### config.mk
export PLATFORM = sky130hd
export DESIGN_NAME = dmem_mmio
export DESIGN_NICKNAME = d
export VERILOG_FILES = /design/src/rtl/dmem_pkg.sv /design/src/rtl/mmio_timer.sv /design/src/rtl/dmem_mmio.sv
export SDC_FILE = /design/constraint.sdc
export NUM_CORES = 2
export LEC_CHECK = 0
export ABC_CLOCK_PERIOD_IN_PS = 4400
export CORE_ASPECT_RATIO = 0.7
export CORE_UTILIZATION = 50
export DETAILED_ROUTE_END_ITERATION = 10
export GPL_TIMING_DRIVEN = 0
export MAX_ROUTING_LAYER = met4
export PLACE_DENSITY = 0.69
export SLEW_MARGIN = 30
export SYNTH_ARGS = -nofsm -noshare
export SYNTH_HDL_FRONTEND = slang
export SYNTH_SLANG_ARGS = --single-unit
### constraint.sdc
create_clock -name clk -period 4.4 [get_ports clk]
set_input_delay 0.88 -clock clk [delete_from_list [all_inputs] [get_ports clk]]
set_output_delay 0.88 -clock clk [all_outputs]
set_load 0.01 [all_outputs]
### src/rtl/dmem_pkg.sv
// Shared constants for the data-memory stage: MMIO window base, register offsets, STATUS bits.
// Latency: n/a (constants only).
// Backpressure: n/a.
package dmem_pkg;

    localparam logic [23:0] MMIO_BASE = 24'hFFFFFF;

    localparam logic [7:0] GPIO_OFF  = 8'h00;
    localparam logic [7:0] CYCLE_OFF = 8'h04;
    localparam logic [7:0] TCMP_OFF  = 8'h08;
    localparam logic [7:0] TCNT_OFF  = 8'h0C;
    localparam logic [7:0] STAT_OFF  = 8'h10;

    localparam int IRQ_BIT = 0;
    localparam int EN_BIT  = 1;

endpackage

### src/rtl/mmio_timer.sv
// Free-running cycle counter plus compare timer with sticky, write-1-to-clear interrupt flag.
// Latency: register values update on the clock edge; reads are direct register taps.
// Backpressure: none, a write strobe is always accepted.
module mmio_timer
    import dmem_pkg::*;
(
    input  logic        clk,
    input  logic        reset,
    input  logic        we,
    input  logic [7:0]  off,
    input  logic [31:0] wdata,
    output logic [31:0] cycle,
    output logic [31:0] tcmp,
    output logic [31:0] tcnt,
    output logic        en,
    output logic        irq
);

    logic tcmp_we;
    logic tcnt_we;
    logic stat_we;
    logic match;

    always_comb begin
        tcmp_we = we && (off == TCMP_OFF);
        tcnt_we = we && (off == TCNT_OFF);
        stat_we = we && (off == STAT_OFF);
        // A value loaded into TCNT this cycle is not compared until the next one.
        match   = en && !tcnt_we && (tcnt == tcmp);
    end

    always_ff @(posedge clk or negedge reset) begin
        if (!reset) begin
            cycle <= '0;
            tcmp  <= '0;
            tcnt  <= '0;
            en    <= 1'b0;
            irq   <= 1'b0;
        end else begin
            cycle <= cycle + 32'd1;

            if (tcmp_we) begin
                tcmp <= wdata;
            end

            if (tcnt_we) begin
                tcnt <= wdata;
            end else if (match) begin
                tcnt <= '0;
            end else if (en) begin
                tcnt <= tcnt + 32'd1;
            end

            if (stat_we) begin
                en <= wdata[EN_BIT];
            end

            // Hardware set wins over a same-cycle software clear.
            if (match) begin
                irq <= 1'b1;
            end else if (stat_we && wdata[IRQ_BIT]) begin
                irq <= 1'b0;
            end
        end
    end

endmodule

### src/rtl/dmem_mmio.sv
// Data-memory stage: word RAM plus MMIO window (GPIO, cycle counter, compare timer).
// Latency: loads are combinational; stores land on the clock edge.
// Backpressure: none, every access completes in its own cycle.
module dmem_mmio
    import dmem_pkg::*;
#(
    parameter int          DEPTH     = 64,
    parameter int          AW        = 6,
    parameter logic [23:0] MMIO_BASE = dmem_pkg::MMIO_BASE
) (
    input  logic        clk,
    input  logic        reset,
    input  logic        memwrite,
    input  logic [31:0] aluout,
    input  logic [31:0] writedata,
    output logic [31:0] readdata,
    output logic [7:0]  gpio_out,
    output logic        timer_irq
);

    logic [31:0] mem [DEPTH];

    logic          mmio_sel;
    logic [7:0]    off;
    logic [AW-1:0] idx;
    logic          wr_en;
    logic          mmio_we;
    logic          ram_we;

    logic [7:0]  gpio;
    logic [31:0] cycle;
    logic [31:0] tcmp;
    logic [31:0] tcnt;
    logic        en;
    logic        irq;

    always_comb begin
        mmio_sel = (aluout[31:8] == MMIO_BASE);
        off      = aluout[7:0];
        idx      = aluout[AW+1:2];
        // Stores are dropped while reset is held low.
        wr_en    = memwrite && reset;
        mmio_we  = wr_en && mmio_sel;
        ram_we   = wr_en && !mmio_sel;
    end

    always_ff @(posedge clk) begin
        if (ram_we) begin
            mem[idx] <= writedata;
        end
    end

    always_ff @(posedge clk or negedge reset) begin
        if (!reset) begin
            gpio <= '0;
        end else if (mmio_we && (off == GPIO_OFF)) begin
            gpio <= writedata[7:0];
        end
    end

    mmio_timer u_timer (
        .clk   (clk),
        .reset (reset),
        .we    (mmio_we),
        .off   (off),
        .wdata (writedata),
        .cycle (cycle),
        .tcmp  (tcmp),
        .tcnt  (tcnt),
        .en    (en),
        .irq   (irq)
    );

    always_comb begin
        readdata = mem[idx];
        if (mmio_sel) begin
            case (off)
                GPIO_OFF:  readdata = {24'd0, gpio};
                CYCLE_OFF: readdata = cycle;
                TCMP_OFF:  readdata = tcmp;
                TCNT_OFF:  readdata = tcnt;
                STAT_OFF:  readdata = {30'd0, en, irq};
                default:   readdata = 32'd0;
            endcase
        end
    end

    assign gpio_out  = gpio;
    assign timer_irq = irq;

endmodule

==> flow_summary.toml <==
[outcome]
status = "finished, violations left"
violations = "setup timing"

[timing]
maxSlewHeadroom = 0.332
fin_crit_sh = 1.07
skew_ns = 0.0383
setup_viol = 22
fmax_ghz = 0.213
finalHoldViolCount = 0
min_period_ns = 4.70
fin_setup_tns_ns = -2.25
rsz0062_at_grt = "yes"
fin_ws_ns = -0.297
worst_pin_slew_ns = 1.00
slew_violations = 0

[die]
dieHeight_um = 347
pin_count = 108
core_mm2 = 0.169
die_area_mm2 = 0.172
floorplan.initialDensity = 0.504
dieWidth_um = 495
rows = 126

[finish]
regArea_mm2 = 0.0642
multiInputGateArea_mm2 = 0.0207
area_growth_syn_to_layout_pct = 20.2
nFillCells = 11600
nets = 4834
drive_above_1_share = 0.292

[worst_hold_path]
hold_class = "in2reg"

[detailed_routing]
via_per_inst = 7.02
drt_iter0_drc = 10500
drt_wl_total_mm = 299
first_pass_iters = 9
vias = 50300
wl_per_cell_um = 41.7
drtAntennaViolNets = 0
post-route-drc-count = 0

[synth]
ys.flop_type = "edfxtp_1"
synth_cells = 4254
syn_area_mm2 = 0.0850
yosysWarningCount = 0
yosysMostFrequentCell = "edfxtp_1"
synth_top_cell_area_share = 0.723
syn_avg_cell_area_um2 = 20.0
async_reset_ff_frac = 0.0492
synth_cell_types = 73
yosys.area.top_type = "edfxtp_1"
syn_nets = 4323
synth_edf_count = 2048
synth_seq_cells = 2154
yosysSeqAreaShare = 0.754
synthTopCellsByCount = "edfxtp_1 (2,048), mux4_2 (475), nand2_1 (259)"
synth_area_leaders = "edfxtp_1 (72%), mux4_2 (13%), dfrtp_1 (3.1%)"

[grt]
grt-ovfl-total = 0
grt_max_degree = 66
grt_pass1_vias = 47100
grt_pass1_wl_mm = 398
antenna_found_initial = 18
grt_usage = 0.358

[setup_path]
criticalPathCategory = "in2out"
path_max_fanout = 10
cp.required_ns = 3.52
critPathMaxStageDelay_ns = 0.43
critPathArrivalTime_ns = 3.82
crit_path_end_kind = "primary output"
cpMostUsedCell = "o211ai_1"
worstPathCellList = "buf_4, inv_1, nor2_4, clkbuf_4, a221oi_1, o21ai_0, o211ai_1, o211ai_1, nand4_1, clkdlybuf4s15_1"
cp-start-kind = "input port"
cp_slowest_cell = "clkbuf_4"

[job]
cap_violations = 0

[clocking]
clock_latency_ns = 0.86
cts_tree = "yes"
cts-root-buf = "clkbuf_16"
htree_levels = 4
clock_path_buffers = 3
numCtsBuffers = 190
cts.sinks = 2154
worst_setup_hold_path_clk_slew_ns = 0.06

[placed_design]
io_buffers = 104
place_hpwl_mm = 206
gp_congestion = 0.980

[pwr]
power_density_mw_per_mm2 = 409
totalPowerFinal_mw = 41.8
peakVddDrop_mv = 0.376
p_leak_nw = 33.5
==> layer usage <==
| layer | global-route usage | part of all wire |
|---|---|---|
| met1 | 0.485 | 0.36 |
| met2 | 0.450 | 0.40 |
| met3 | 0.179 | 0.20 |
| met4 | 0.151 | 0.050 |
| met5 | - | 0 |
==> cells in the final DEF (no fill, tap or decap), types with 22 or more instances in the layout <==
| cell | count |
|---|---|
| clkbuf_1 | 55 |
| nand2_1 | 238 |
| edfxtp_1 | 2048 |
| buf_2 | 27 |
| clkbuf_2 | 25 |
| a21oi_1 | 36 |
| clkbuf_8 | 22 |
| xnor2_1 | 57 |
| o22ai_1 | 46 |
| buf_16 | 156 |
| mux2i_1 | 162 |
| mux4_2 | 475 |
| nor2_1 | 79 |
| nor3_1 | 23 |
| clkdlybuf4s50_1 | 41 |
| nand4_1 | 45 |
| clkinv_2 | 34 |
| nand3_1 | 113 |
| dfrtp_1 | 106 |
| buf_8 | 30 |
| clkinv_1 | 41 |
| clkbuf_4 | 25 |
| buf_4 | 97 |
| and3_1 | 31 |
| clkbuf_16 | 197 |
| buf_12 | 55 |
| a221oi_1 | 44 |
| nor2_4 | 69 |
| buf_6 | 46 |
| o211ai_1 | 34 |
| o21ai_0 | 86 |
==> worst max-delay path, delay by kind of cell <==
family,cells,cell delay (ns)
buf+inv,4,1.11
compound gates,4,1.05
simple gates,2,0.74
==> sequential cells by signal, summed over array words and instances, names as in the netlist <==
signal	flops
mem	2048
u_timer.cycle	32
u_timer.tcmp	32
u_timer.tcnt	32
gpio_out	8
u_timer.en	1
u_timer.irq	1
==> metrics by stage <==
stage | instances | cell area (um2) | utilization | hold slack [ns] | setup WS, ns
global route | 7162 | 102000 | 0.606 | 0.278 | -0.171
floorplan | 4254 | 85000 | - | 0.438 | 0.453
global placement | 6598 | 88900 | 0.527 | 0.460 | -7.49
CTS | 7135 | 102000 | 0.604 | 0.245 | -0.157
detailed placement | 6774 | 94000 | 0.557 | 0.470 | -2.18
finish | 7166 | 102000 | 0.606 | 0.284 | -0.297
==> repair_timing <==
action | CTS | global route
pin swaps | 66 | 40
hold buffers | 1 | 0
cloned | 4 | 0
gates resized for setup | 532 | 66
endpoints found under the setup margin | 564 | 65
buffers inserted | 19 | 17
endpoints found under the hold margin | 49 | 0
==> path summary, 6_finish.rpt <==
check	from	cells past startpoint	slack [ns]	end
min	writedata[1]	1	0.28	mem[45][1]
max reg2reg	u_timer.tcnt[0]	8	1.64	u_timer.tcnt[28]
max	aluout[4]	10	-0.30	readdata[13]
min in group asynchronous	reset	2	0.55	u_timer.tcmp[16]
max in group asynchronous	reset	3	3.21	gpio_out[3]
min reg2reg	u_timer.cycle[20]	1	0.48	u_timer.cycle[20]
==> kinds of logic (layout without fill, tap and decap cells) <==
family          after synthesis  in the layout  synth area share
compound gates              372            372            0.0287
xor+xnor                     62             62           0.00639
fa+ha+maj                     2              2          0.000294
other cells                   0             15                 0
simple gates                718            718            0.0391
buf+inv                     254            911            0.0182
mux                         692            692             0.153
flops                      2154           2154             0.754
==> power by group <==
part | total [mW] | switching (mW) | internal, mW
registers | 22.5 | 0.0178 | 22.5
logic | 3.05 | 2.02 | 1.03
clock network | 16.2 | 7.63 | 8.60
total | 41.8 | 9.67 | 32.1
==> layout make-up <==
| type | count | area share |
|---|---|---|
| antenna | 15 | 0.000367 |
| buffer | 241 | 0.0261 |
| clock buffer | 238 | 0.0494 |
| clock inverter | 100 | 0.00769 |
| inverter | 11 | 0.000429 |
| multi-input combinational | 1846 | 0.203 |
| sequential | 2154 | 0.628 |
| tap | 2240 | 0.0274 |
| timing repair buffer | 321 | 0.0581 |
(Power assumes the default switching activity.)
